===== src/rtl/pipeline_ctrl.sv =====
// Hazard/stall controller for a 4-stage in-order pipeline: load-use bubbles, redirect flushes, memory wait with timeout.
// Stall/flush outputs are combinational from state and inputs (zero latency); a memory wait holds every stage until ack.
module pipeline_ctrl #(
    parameter int LOAD_BUBBLES = 1,
    parameter int MEM_TIMEOUT  = 255,
    parameter int CNT_W        = 16
) (
    input  logic             i_clk,
    input  logic             i_rst,
    input  logic [4:0]       i_d_rs1,
    input  logic [4:0]       i_d_rs2,
    input  logic             i_d_uses_rs1,
    input  logic             i_d_uses_rs2,
    input  logic [4:0]       i_e_rd,
    input  logic             i_e_is_load,
    input  logic [1:0]       i_e_pc_sel,
    input  logic             i_m_req,
    input  logic             i_m_ack,
    output logic             o_f_stall,
    output logic             o_d_stall,
    output logic             o_e_stall,
    output logic             o_m_stall,
    output logic             o_d_flush,
    output logic             o_e_flush,
    output logic             o_err,
    output logic [1:0]       o_state,
    output logic [CNT_W-1:0] o_stall_cnt
);

    typedef enum logic [1:0] {
        ST_RUN      = 2'd0,
        ST_LU_STALL = 2'd1,
        ST_MEM_WAIT = 2'd2,
        ST_ERROR    = 2'd3
    } state_t;

    localparam int                WAIT_W    = (MEM_TIMEOUT > 2) ? $clog2(MEM_TIMEOUT) : 1;
    localparam logic [WAIT_W-1:0] WAIT_LAST = WAIT_W'(MEM_TIMEOUT - 2);
    localparam logic [1:0]        BUB_INIT  = 2'(LOAD_BUBBLES - 1);

    state_t            r_state;
    state_t            r_ret;
    logic [1:0]        r_bub;
    logic [WAIT_W-1:0] r_wait;
    logic [CNT_W-1:0]  r_stall_cnt;

    state_t            w_state_nxt;
    state_t            w_ret_nxt;
    logic [1:0]        w_bub_nxt;
    logic [WAIT_W-1:0] w_wait_nxt;

    logic w_mw;
    logic w_redir;
    logic w_haz;
    logic w_f_stall;
    logic w_d_stall;
    logic w_e_stall;
    logic w_m_stall;
    logic w_d_flush;
    logic w_e_flush;

    assign w_mw    = i_m_req & ~i_m_ack;
    assign w_redir = (i_e_pc_sel != 2'd0);
    assign w_haz   = i_e_is_load & (i_e_rd != 5'd0) &
                     ((i_d_uses_rs1 & (i_d_rs1 == i_e_rd)) |
                      (i_d_uses_rs2 & (i_d_rs2 == i_e_rd)));

    always_ff @(posedge i_clk) begin
        if (i_rst) begin
            r_state     <= ST_RUN;
            r_ret       <= ST_RUN;
            r_bub       <= 2'd0;
            r_wait      <= '0;
            r_stall_cnt <= '0;
        end else begin
            r_state <= w_state_nxt;
            r_ret   <= w_ret_nxt;
            r_bub   <= w_bub_nxt;
            r_wait  <= w_wait_nxt;
            if (w_f_stall && (r_stall_cnt != {CNT_W{1'b1}})) begin
                r_stall_cnt <= r_stall_cnt + CNT_W'(1);
            end
        end
    end

    // The wait counter restarts on every entry so a wait taken from LU_STALL gets the full timeout.
    always_comb begin
        w_state_nxt = r_state;
        w_ret_nxt   = r_ret;
        w_bub_nxt   = r_bub;
        w_wait_nxt  = r_wait;
        case (r_state)
            ST_RUN: begin
                if (w_mw) begin
                    w_state_nxt = ST_MEM_WAIT;
                    w_ret_nxt   = ST_RUN;
                    w_wait_nxt  = '0;
                end else if (!w_redir && w_haz && (LOAD_BUBBLES > 1)) begin
                    w_state_nxt = ST_LU_STALL;
                    w_bub_nxt   = BUB_INIT;
                end
            end
            ST_LU_STALL: begin
                if (w_mw) begin
                    w_state_nxt = ST_MEM_WAIT;
                    w_ret_nxt   = ST_LU_STALL;
                    w_wait_nxt  = '0;
                end else begin
                    w_bub_nxt = r_bub - 2'd1;
                    if (r_bub == 2'd1) begin
                        w_state_nxt = ST_RUN;
                    end
                end
            end
            ST_MEM_WAIT: begin
                if (i_m_ack) begin
                    w_state_nxt = r_ret;
                end else begin
                    w_wait_nxt = r_wait + WAIT_W'(1);
                    if (r_wait == WAIT_LAST) begin
                        w_state_nxt = ST_ERROR;
                    end
                end
            end
            default: begin
                w_state_nxt = ST_ERROR;
            end
        endcase
    end

    always_comb begin
        w_f_stall = 1'b0;
        w_d_stall = 1'b0;
        w_e_stall = 1'b0;
        w_m_stall = 1'b0;
        w_d_flush = 1'b0;
        w_e_flush = 1'b0;
        if (i_rst) begin
            w_d_flush = 1'b1;
            w_e_flush = 1'b1;
        end else begin
            case (r_state)
                ST_RUN: begin
                    if (w_mw) begin
                        w_f_stall = 1'b1;
                        w_d_stall = 1'b1;
                        w_e_stall = 1'b1;
                        w_m_stall = 1'b1;
                    end else if (w_redir) begin
                        w_d_flush = 1'b1;
                        w_e_flush = 1'b1;
                    end else if (w_haz) begin
                        w_f_stall = 1'b1;
                        w_d_stall = 1'b1;
                        w_e_flush = 1'b1;
                    end
                end
                ST_LU_STALL: begin
                    w_f_stall = 1'b1;
                    w_d_stall = 1'b1;
                    if (w_mw) begin
                        w_e_stall = 1'b1;
                        w_m_stall = 1'b1;
                    end else begin
                        w_e_flush = 1'b1;
                    end
                end
                ST_MEM_WAIT: begin
                    w_f_stall = ~i_m_ack;
                    w_d_stall = ~i_m_ack;
                    w_e_stall = ~i_m_ack;
                    w_m_stall = ~i_m_ack;
                end
                default: begin
                    w_f_stall = 1'b1;
                    w_d_stall = 1'b1;
                    w_e_stall = 1'b1;
                    w_m_stall = 1'b1;
                end
            endcase
        end
    end

    assign o_f_stall   = w_f_stall;
    assign o_d_stall   = w_d_stall;
    assign o_e_stall   = w_e_stall;
    assign o_m_stall   = w_m_stall;
    assign o_d_flush   = w_d_flush;
    assign o_e_flush   = w_e_flush;
    assign o_err       = (r_state == ST_ERROR);
    assign o_state     = r_state;
    assign o_stall_cnt = r_stall_cnt;

endmodule


===== config.mk =====
export PLATFORM = sky130hd
export DESIGN_NAME = pipeline_ctrl
export DESIGN_NICKNAME = d
export VERILOG_FILES = /design/src/rtl/pipeline_ctrl.sv
export SDC_FILE = /design/constraint.sdc
export NUM_CORES = 1
export LEC_CHECK = 0
export BUFFER_PORTS_ARGS = -buffer_cell sky130_fd_sc_hd__buf_2
export CORE_AREA = 2 2 62 64
export DETAILED_ROUTE_END_ITERATION = 7
export DIE_AREA = 0 0 64 66
export PLACE_DENSITY = 0.74
export REMOVE_ABC_BUFFERS = 1
export SLEW_MARGIN = 30
export SYNTH_ARGS = -nofsm -noshare
export SYNTH_HDL_FRONTEND = slang
export SYNTH_SLANG_ARGS = --single-unit
export TNS_END_PERCENT = 1

===== constraint.sdc =====
create_clock -name i_clk -period 6.1 [get_ports i_clk]
set_input_delay 0.305 -clock i_clk [delete_from_list [all_inputs] [get_ports i_clk]]
set_output_delay 0.305 -clock i_clk [all_outputs]
set_load 0.02 [all_outputs]

======== After elaboration in Yosys (flattened, before gate mapping) ========
Index checks and enable logic that the tools add are counted.
W data, S select, Z words.
cells by class
  add/sub/neg operators ................... 3
  equality and inequality tests ........... 14
  muxes and demuxes ....................... 29
  bitwise gates (word level) .............. 8
  reductions and logical operators ........ 11
operator list
  cell                     number
  $add A16 B1 Y16 const B  1
  $mux W8                  2
  $ne A16 B16 Y1 const B   1
  $pmux W8 S2              1
  $mux W1                  14
  $mux W2                  7
  $eq A5 B5 Y1             2
  $reduce_and A3 Y1        3
  $add A8 B1 Y8 const B    1
  $eq A8 B8 Y1 const B     1
  $ne A2 B2 Y1 const B     3
  $ne A3 B3 Y1 const B     2
  $pmux W1 S2              3
  $pmux W2 S3              1
  $reduce_bool A2 Y1       3
  $and A1 B1 Y1            5
  $reduce_bool A5 Y1       1
  $eq A2 B1 Y1 const B     2
  $eq A2 B2 Y1 const B     2
  $pmux W2 S2              1
  $logic_not A2 Y1         1
  $ne A2 B1 Y1 const B     1
  $not A1 Y1               2
  $reduce_and A2 Y1        1
  other kinds (4)          4
word-level totals
  register bits after elaboration ......... 30
  input bits .............................. 24
  output and inout port bits .............. 25
  word-level logic and storage cells ...... 70

======== Logic depth before layout (Yosys ltp) ========
Gate-level depths: netlist (run 1).
  depth after elaboration ................. 10
  depth in mapped cells ................... 8
  depth with buffers taken out ............ 7

======== Worst setup path before layout (run 1) ========
Ideal clock, no wire load.
  kind .................................... register -> register
  start ................................... reg r_state[1] (netlist: o_state[1])
  end ..................................... reg r_stall_cnt[8] (netlist: o_stall_cnt[8])
  library setup time ...................... 0.070 ns
  arrival time ............................ 1.998 ns
  required time ........................... 6.030 ns
  slack ................................... 4.032 ns
  cell stages (with the launch flop) ...... 7
  buffers on the path ..................... 0
  clock period less this slack ............ 2.068 ns
  cells stage by stage .................... dfxtp_1 -> or3_1 -> a31o_1 -> a221oi_2 -> o21ai_2 -> or4_1 -> a21oi_1
between the ends
  word-level cells in the longest chain between the ends .. 4
  elaborated cells on any way between the ends .. 5
  those cells by class .................... eq/ne (1); mux (2); reduce/logical (2)
RTL lines
  item                                              line  source
  start: declaration                                41    state_t r_state;
  start signal: assignment                          76    r_state <= w_state_nxt;
  $eq A2 B2 Y1 or $logic_not A2 Y1 (tied branches)  142   case (r_state)
  $pmux W1 S2 *                                     142
  $mux W1 *                                         138   if (i_rst) begin
  $logic_and A1 B1 Y1 *                             80    if (w_f_stall && (r_stall_cnt != {CNT_W{1'b1}})) begin
  end signal: assignment                            81    r_stall_cnt <= r_stall_cnt + CNT_W'(1);
  end: declaration                                  45    logic [CNT_W-1:0] r_stall_cnt;
Mark *: on every way between the ends. The rest lies on a longest branch, timed or not.
A chain may end at the register's enable or synchronous reset.

======== Worst setup path in the final report (run 1) ========
Ends and elaborated chain as after synthesis.

==> results of run 1 <==
-- routing by layer --
| metal | track usage [%] | up-vias | part of all wire [%] |
|---|---|---|---|
| met1 | 22.34 | 752 | 47 |
| li1 | - | 846 | - |
| met4 | 4.891 | 0 | 1.1 |
| met2 | 31.25 | 33 | 48 |
| met3 | 6.133 | 4 | 4.0 |
| met5 | 0 | - | 0 |
-- registers in the layout, summed over array words and instances, names as in the netlist --
name,cells
r_bub,2
o_stall_cnt,16
r_ret,1
o_state,2
r_wait,8
-- cell families (layout without fill, tap and decap cells) --
kind of cell | Yosys count | in the layout
compound gates | 52 | 52
xor+xnor | 20 | 20
fa+ha+maj | 4 | 4
buf+inv | 15 | 62
flops | 29 | 29
mux | 2 | 2
simple gates | 85 | 85
-- Yosys cell counts, types with 2 or more instances --
master / instances
o31ai_1: 3
nand2_1: 17
or4_1: 3
nand3_1: 10
a21oi_1: 18
xnor2_1: 11
ha_1: 4
buf_4: 2
xor2_1: 9
o21ai_1: 4
a22oi_1: 2
nor2b_1: 3
or3_1: 10
nor2_1: 17
clkbuf_1: 4
dfxtp_1: 29
and4_1: 2
nor4_1: 2
o211ai_1: 2
inv_1: 7
o21ai_0: 9
nand2b_1: 2
nor3_1: 5
a21o_1: 3
a31oi_1: 2
and3_1: 5
nand4_1: 6
-- how the worst min path moves through the flow --
stage | from | to | slack [ns]
after floorplan | i_rst | o_stall_cnt[11]$_SDFFE_PP0P_ | 0.37
after global placement | r_bub[1]$_SDFFE_PP0P_ | r_bub[1]$_SDFFE_PP0P_ | 0.45
after detailed placement | r_bub[1]$_SDFFE_PP0P_ | r_bub[1]$_SDFFE_PP0P_ | 0.47
after CTS | i_m_req | o_state[1]$_SDFFE_PP0P_ | 0.35
after global routing | i_m_req | o_state[1]$_SDFFE_PP0P_ | 0.37
final | i_m_req | o_state[1]$_SDFFE_PP0P_ | 0.36
-- through the flow --
stage	util, %	total power [W]	cells	area, um^2
after CTS	55.81	0.0003744	302	1982
after global routing	55.81	0.0003893	302	1982
after floorplan	-	0.0002325	199	1627
after detailed placement	54.26	0.0002554	295	1927
final	55.81	0.0003681	302	1982
after global placement	54.26	0.0002546	295	1927
-- layout make-up --
cell class                      count  area, um^2
Clock buffer                        7       55.05
Fill cell                         355        1569
Inverter                            7       26.28
Multi-Input combinational cell    163        1020
Sequential cell                    29       580.6
Tap cell                           48       60.06
Timing Repair Buffer               48       240.2
-- worst min-delay path, stage by stage --
cell and delay (ns):
buf_2 0.12, nand2_1 0.13, a21oi_1 0.08
-- where the power goes --
part / leakage (nW) / total (W) / internal (W) / switching (W)
Clock: 0.0314 / 0.000118 / 0.0000543 / 0.0000632
Sequential: 0.234 / 0.000196 / 0.000192 / 0.00000422
Combinational: 0.539 / 0.0000545 / 0.0000223 / 0.0000322
Total: 0.805 / 0.000368 / 0.000268 / 0.0000997
==> reports/results.ini, run 1 <==
[status]
status = finished clean

[synth]
synth-xor-area-share_pct = 10.48
synth_async_sr_flop_share_pct = 0
synth_top_family_by_area = simple AND/OR/NAND/NOR gates
ys.flop_type = dfxtp_1
syn_area_per_cell_um2 = 8.075
syn_inst = 207
synth.top_cell.area_share_pct = 34.73
ys_ff_latch = 29
synthAdderAreaFrac_pct = 2.994
synth.distinct_cells = 43
synthMuxAreaShare_pct = 1.272
synth_simple_gate_area_share_pct = 26.57
synth_compound_area_share_pct = 19.69
ys_warn_count = 0
synth_area_leaders = dfxtp_1, xnor2_1, a21oi_1
yosys.area.top_type = dfxtp_1
yosysSeqAreaShare_pct = 34.73
synthesis.area_um2 = 1672
synth_edf_count = 0

[die]
core_um2 = 3551
core.rowCount = 22
initial_core_util_pct = 47.08
die_x_um = 64
die_y_um = 66
die-area_um2 = 4224
io_pins = 49

[detailed_routing]
num_vias = 1635
wl_per_cell_um = 12.16
drt_iter0_drc = 70
drc = 0
drt-vias-per-instance = 5.414
drt.antenna.violating_nets = 0
drt_first_pass_iters = 4
wirelength_um = 3672

[worst_setup_path]
rr_startpoint = o_state[1]$_SDFFE_PP0P_
crit_buf_inv = 0
ff2ff_setup_slack_ns = 3.70
crit_end = o_stall_cnt[8]$_SDFFE_PP0P_
critPathSlowestCell = or4_1
critPathRequiredTime_ns = 6.35
cp_data_arrival_time_ns = 2.65
cp.depth = 6
crit_family = simple AND/OR/NAND/NOR gates
crit_start = o_state[1]$_SDFFE_PP0P_
crit_chain = or3_1, a31o_1, a221oi_2, o21ai_2, or4_1, a21oi_1
crit_path_start_kind = register
cp-end-kind = register
crit_fanout = 16
cp_slowest_stage_delay_ns = 0.51
timing.rr.end = o_stall_cnt[8]$_SDFFE_PP0P_
worstSetupPathType = register to register
reg2reg_depth = 6

[clock_tree]
hold_buffers = 0
cts_setup_buffers = 0
clkLatencyLatePin_ns = 0.32
cts_buffers = 5
cts.repair.resized = 0
cts_root_buf = clkbuf_4
cts_sinks = 29
clk_pin_slew_ns = 0.09
clockBufferDepth = 2
cts_tree = yes
cts-htree-levels = 2

[global_routing]
grt_usage_pct = 18.45
grt_max_degree = 29
grt_overflow = 0
grt_pass1_vias = 1432
grt_pass1_wl_um = 6175
antenna_found_initial = 0

[layout]
area_growth_syn_to_layout_pct = 18.56
drive_gt1_share_pct = 22.83
final_common_cell = buf_2
final_cell_mix = buf_2, dfxtp_1, a21oi_1
diodes = 0
final_nets = 282

[timing]
setup_viol = 0
slew-limit-headroom_pct = 60.71
tns_ns = 0
finalHoldViolations = 0
fin_crit_sh_pct = 39.34
whs_ns = 0.3629
finClkSkew_ns = 0.002542
worst_slew_pin_slew_ns = 0.5894
period_minus_slack_ns = 2.400
setup_ws_ns = 3.700
rsz0062_at_grt = false
max_freq_ghz = 0.4167
final_max_slew_viol_count = 0

[place]
gp_congestion = 0.7652
preCtsSetupSlack_ns = 3.715
dp_hpwl_um = 2754
port_buffers = 48

[pwr]
leakage_nw = 0.8046
peakVddDrop_v = 0.0001167
power_density_nw_per_um2 = 185.7

[min_path]
whs_path_depth = 3
hp-class = input port to register

[flow_run]
timing.max_cap.violations = 0

(Power assumes the default switching activity.)
==> run 2: changes to the inputs <==
- CORE_AREA: 2 2 62 64 -> 2 2 64 66
- DIE_AREA: 0 0 64 66 -> 0 0 66 68
- PLACE_DENSITY: 0.74 -> 0.73
- clock period: 6.1 -> 2.2 ns (I/O delays scaled with it)
==> reports/results.ini, run 2 (synthesized netlist as in run 1, its figures left out) <==
[place]
dp_hpwl_um = 2906  ; +5.5%
port_buffers = 48  ; unchanged
dp.cells = 309  ; +4.7%
gp_congestion = 0.7850  ; +2.6%

[global_routing]
grt_max_degree = 19  ; -34%
grt_usage_pct = 19.47  ; +1.0 points
grt_pass1_wl_um = 6748  ; +9.3%
grt_overflow = 0  ; unchanged
grt_pass1_vias = 1539  ; +7.5%
antenna_found_initial = 0  ; unchanged

[timing]
slew-limit-headroom_pct = 63.35  ; +2.6 points
max_freq_ghz = 0.4746  ; +14%
final_max_slew_viol_count = 0  ; unchanged
fin_crit_sh_pct = 95.77  ; +56 points
finalHoldViolations = 0  ; unchanged
period_minus_slack_ns = 2.107  ; -0.2928 ns
finClkSkew_ns = 0.005643  ; +0.003101 ns
setup_viol = 0  ; unchanged
rsz0062_at_grt = true
worst_slew_pin_slew_ns = 0.5455  ; -0.04387 ns

[layout]
fillCellCount = 391  ; +10%
diodes = 0  ; unchanged
final_cell_mix = buf_2, dfxtp_1, nor2_1, nand2_1, a21oi_1
final_nets = 294  ; +4.3%
largest_reg_flops = 16  ; unchanged
area_growth_syn_to_layout_pct = 28.82
stdcell_count = 317  ; +5.0%
drive_gt1_share_pct = 28.09  ; +5.3 points
final_common_cell = buf_2

[detailed_routing]
wirelength_um = 3821  ; +4.1%
drt_first_pass_iters = 4  ; unchanged
drt-vias-per-instance = 5.274  ; -2.6%
num_vias = 1672  ; +2.3%
drc = 0  ; unchanged
wl_per_cell_um = 12.05  ; -0.87%
drt.antenna.violating_nets = 0  ; unchanged
drt_iter0_drc = 79  ; +13%

[die]
core_um2 = 3856  ; +8.6%
die-area_um2 = 4488  ; +6.3%
die_x_um = 66  ; +3.1%
io_pins = 49  ; unchanged
core.rowCount = 23  ; +4.5%
die_y_um = 68  ; +3.0%
initial_core_util_pct = 43.35  ; -3.7 points

[worst_setup_path]
crit_fanout = 10  ; -6
cp_data_arrival_time_ns = 2.33  ; -0.32 ns
crit_path_start_kind = register
critPathRequiredTime_ns = 2.42  ; -3.93 ns
cp-end-kind = register
ff2ff_setup_slack_ns = 0.09  ; -3.61 ns
worstSetupPathType = register to register

[clock_tree]
cts-htree-levels = 2  ; unchanged
cts_buffers = 5  ; unchanged
clkLatencyLatePin_ns = 0.28  ; -0.04 ns
cts_tree = yes
cts_sinks = 29  ; unchanged
hold_buffers = 0  ; unchanged
clk_pin_slew_ns = 0.06  ; -0.03 ns
clockBufferDepth = 2  ; unchanged
cts_setup_buffers = 0  ; unchanged
cts_root_buf = clkbuf_8

[pwr]
leakage_nw = 0.8914  ; +11%
power_density_nw_per_um2 = 556.1  ; +200%
power.total_w = 0.001198  ; +230%
peakVddDrop_v = 0.0004326  ; +270%

[status]
status = finished clean

[min_path]
hp-class = input port to register

[flow_run]
timing.max_cap.violations = 0  ; unchanged

run 2: final cells by class:
type	count	area [um^2]	area share (%)
Clock buffer	7	96.34	4.474
Clock inverter	1	5.005	0.2324
Tap cell	50	62.56	2.905
Sequential cell	29	580.6	26.96
Timing Repair Buffer	60	330.3	15.34
Inverter	7	26.28	1.220
Multi-Input combinational cell	163	1052	48.87
run 2: per-stage QoR:
stage	util, %	cell area [um^2]	hold WS, ns	setup slack [ns]	TNS [ns]
6_report	55.84	2153	0.1406	0.09316	0
4_1_cts	55.00	2121	0.1242	0.06306	0
5_1_grt	55.84	2153	0.1542	-0.04786	-0.1897
3_3_place_gp	52.37	2019	0.4317	0.1701	0
2_1_floorplan	-	1627	0.1791	-0.04536	-0.07918
3_5_place_dp	52.37	2019	0.4403	0.07904	0
run 2: worst paths after layout:
kind / start / endpoint / cells past startpoint
setup / recovery: o_state[1]$_SDFFE_PP0P_ / o_stall_cnt[8]$_SDFFE_PP0P_ / 6
hold / removal: i_rst / r_bub[1]$_SDFFE_PP0P_ / 2
setup reg to reg: o_state[1]$_SDFFE_PP0P_ / o_stall_cnt[8]$_SDFFE_PP0P_ / 6
hold reg to reg: r_bub[1]$_SDFFE_PP0P_ / r_bub[1]$_SDFFE_PP0P_ / 2
run 2: routing by layer:
metal / vias to the layer above / GRT usage, % / routed length, um
li1: 867 / - / -
met1: 769 / 23.46 / 1818
met2: 31 / 32.70 / 1771
met3: 5 / 6.908 / 174
met4: 0 / 6.122 / 57
met5: - / 0 / 0
run 2: worst max-delay path: stages, from the launching register on:
cell	delay [ns]
dfxtp_1	0.31
or3_1	0.38
a31o_1	0.28
a221oi_4	0.27
o21ai_4	0.16
or4_1	0.49
a21oi_1	0.14
run 2: timing repair:
action,in CTS,in global routing
setup endpoints to repair,0,7
resized for setup,0,5
hold endpoints to repair,0,0
run 2: report_power, final:
group	switching [W]	leakage [nW]	internal (W)	total [W]
Combinational	0.000104	0.603	0.0000748	0.000178
Sequential	0.00000449	0.234	0.000532	0.000537
Clock	0.000200	0.0542	0.000282	0.000482
==> run 3: changes to the inputs <==
- CELL_PAD_IN_SITES_DETAIL_PLACEMENT: default -> 0
- CELL_PAD_IN_SITES_GLOBAL_PLACEMENT: default -> 1
- CORE_AREA: 2 2 64 66 -> 2 2 75 77
- DIE_AREA: 0 0 66 68 -> 0 0 77 79
- HOLD_SLACK_MARGIN: default -> 0.02
- PLACE_DENSITY: 0.73 -> default
- PLACE_DENSITY_LB_ADDON: default -> 0.1
==> reports/results.ini, run 3 (synthesized netlist as in run 1, its figures left out) <==
[detailed_routing]
wl_per_cell_um = 12.90  ; +7.0%
drt_iter0_drc = 44  ; -44%
drc = 0  ; unchanged
num_vias = 1655  ; -1.0%
drt.antenna.violating_nets = 0  ; unchanged
drt_first_pass_iters = 4  ; unchanged
drt-vias-per-instance = 4.853  ; -8.0%
wirelength_um = 4398  ; +15%

[layout]
fillCellCount = 603  ; +54%
area_growth_syn_to_layout_pct = 29.42
final_nets = 297  ; +1.0%
largest_reg_flops = 16  ; unchanged
diodes = 0  ; unchanged
drive_gt1_share_pct = 27.88  ; -0.21 points
stdcell_count = 341  ; +7.6%
final_cell_mix = buf_2, dfxtp_1, nor2_1, nand2_1, a21oi_1
final_common_cell = buf_2

[clock_tree]
cts_tree = yes
cts_sinks = 29  ; unchanged
clockBufferDepth = 2  ; unchanged
cts-htree-levels = 2  ; unchanged
cts_buffers = 5  ; unchanged
clkLatencyLatePin_ns = 0.28  ; about the same
cts_root_buf = clkbuf_8
clk_pin_slew_ns = 0.07  ; about the same

[timing]
worst_slew_pin_slew_ns = 0.5537  ; +0.008178 ns
slew-limit-headroom_pct = 62.84  ; -0.51 points
period_minus_slack_ns = 2.095  ; -0.01160 ns
finClkSkew_ns = 0.007727  ; +0.002084 ns
fin_crit_sh_pct = 95.24  ; -0.53 points
finalHoldViolations = 0  ; unchanged
max_freq_ghz = 0.4773  ; +0.55%
setup_viol = 0  ; unchanged
final_max_slew_viol_count = 0  ; unchanged
setup_ws_ns = 0.1048  ; +0.01160 ns

[die]
die_y_um = 79  ; +16%
die_x_um = 77  ; +17%
core.rowCount = 27  ; +17%
io_pins = 49  ; unchanged
initial_core_util_pct = 31.32  ; -12 points
die-area_um2 = 6083  ; +36%
core_um2 = 5338  ; +38%

[global_routing]
grt_max_degree = 27  ; +8
grt_pass1_vias = 1574  ; +2.3%
grt_overflow = 0  ; unchanged
antenna_found_initial = 0  ; unchanged
grt_pass1_wl_um = 7265  ; +7.7%
grt_usage_pct = 15.16  ; -4.3 points

[worst_setup_path]
rr_startpoint = o_state[1]$_SDFFE_PP0P_
critPathRequiredTime_ns = 2.42  ; about the same
cp_slowest_stage_delay_ns = 0.39  ; -0.10 ns
reg2reg_depth = 7  ; +1
cp_common_cell = or3_1
crit_chain = or3_1, a31o_1, a221oi_2, o21ai_2, buf_4, or3_1, a21oi_2
crit_path_start_kind = register
crit_family = compound AO/OA/AOI/OAI gates
critPathSlowestCell = or3_1
cp-end-kind = register
worstSetupPathType = register to register
crit_fanout = 11  ; +1
timing.rr.end = o_stall_cnt[3]$_SDFFE_PP0P_
ff2ff_setup_slack_ns = 0.10  ; about the same
crit_buf_inv = 1  ; +1
cp_data_arrival_time_ns = 2.31  ; -0.02 ns

[status]
status = finished clean

[pwr]
peakVddDrop_v = 0.0002157  ; -50%
power_density_nw_per_um2 = 537.6  ; -3.3%
leakage_nw = 0.8934  ; +0.23%

[place]
preCtsSetupSlack_ns = 0.09370  ; +0.01467 ns
gp_congestion = 0.7734  ; -1.5%
dp.cells = 334  ; +8.1%
dp_hpwl_um = 3382  ; +16%
port_buffers = 48  ; unchanged

[min_path]
whs_endpoint = o_state[1]$_SDFFE_PP0P_
hold_start = i_m_req
hp-class = input port to register
whs_path_depth = 3  ; +1

[flow_run]
timing.max_cap.violations = 0  ; unchanged

==> run 3: cell types whose count changed in the layout (fill, tap and decap cells not counted), sizes merged <==
cell    change
clkinv      -1
buf         +3
==> run 3: repair_timing <==
action                                 in CTS  in global routing
endpoints found under the hold margin       0                  0
setup buffers                               0                  0
hold buffers                                0                  0
setup endpoints to repair                   0                  6
resized for setup                           0                  2
==> run 3: worst reg2reg max path, cell delays in order, from the launching register on <==
cell and delay [ns]:
dfxtp_1 0.31, or3_1 0.39, a31o_1 0.27, a221oi_2 0.25, o21ai_2 0.13, buf_4 0.20, or3_1 0.36, a21oi_2 0.11
==> run 3: how the worst max path moves through the flow <==
stage,start,end,slack [ns],cells past startpoint
2_1_floorplan,o_state[1]$_SDFFE_PP0P_,o_stall_cnt[8]$_SDFFE_PP0P_,-0.05,6
3_3_place_gp,o_state[1]$_SDFFE_PP0P_,o_stall_cnt[15]$_SDFFE_PP0P_,0.16,6
3_5_place_dp,o_stall_cnt[0]$_SDFFE_PP0P_,o_stall_cnt[11]$_SDFFE_PP0P_,0.09,7
4_1_cts,o_stall_cnt[0]$_SDFFE_PP0P_,o_stall_cnt[11]$_SDFFE_PP0P_,0.08,7
5_1_grt,o_stall_cnt[0]$_SDFFE_PP0P_,o_stall_cnt[10]$_SDFFE_PP0P_,-0.001,8
6_report,o_state[1]$_SDFFE_PP0P_,o_stall_cnt[3]$_SDFFE_PP0P_,0.10,7
==> run 3: cell type report <==
type	count	area, um^2	share of cell area [%]
inverter	7	26.28	1.215
tap	72	90.09	4.164
sequential	29	580.6	26.84
timing repair buffer	63	352.8	16.31
multi-input combinational	163	1027	47.48
clock buffer	7	86.33	3.991
==> run 3: routing by layer <==
layer | share of wire (%) | track usage [%] | vias to the layer above
met4 | 1.6 | 5.893 | 0
met3 | 3.1 | 3.636 | 8
met5 | 0 | 0 | -
met2 | 47 | 24.82 | 21
met1 | 48 | 19.37 | 752
li1 | - | - | 874
==> run 3: per-stage QoR <==
step | instance area (um^2) | TNS (ns) | hold slack [ns] | total power (W) | util, %
after floorplan | 1627 | -0.07918 | 0.1791 | 0.0006447 | -
after global routing | 2163 | -0.001227 | 0.2242 | 0.001224 | 40.53
after global placement | 2069 | 0 | 0.4507 | 0.0007269 | 38.77
after CTS | 2156 | 0 | 0.2009 | 0.001182 | 40.39
final | 2163 | 0 | 0.2120 | 0.001163 | 40.53
after detailed placement | 2069 | 0 | 0.4580 | 0.0007266 | 38.77
==> run 3: power by group <==
group,internal [W],leakage (nW),switching [W]
Sequential,0.000532,0.234,0.00000613
Clock,0.000248,0.0443,0.000201
Combinational,0.0000737,0.615,0.000102
Total,0.000854,0.893,0.000309
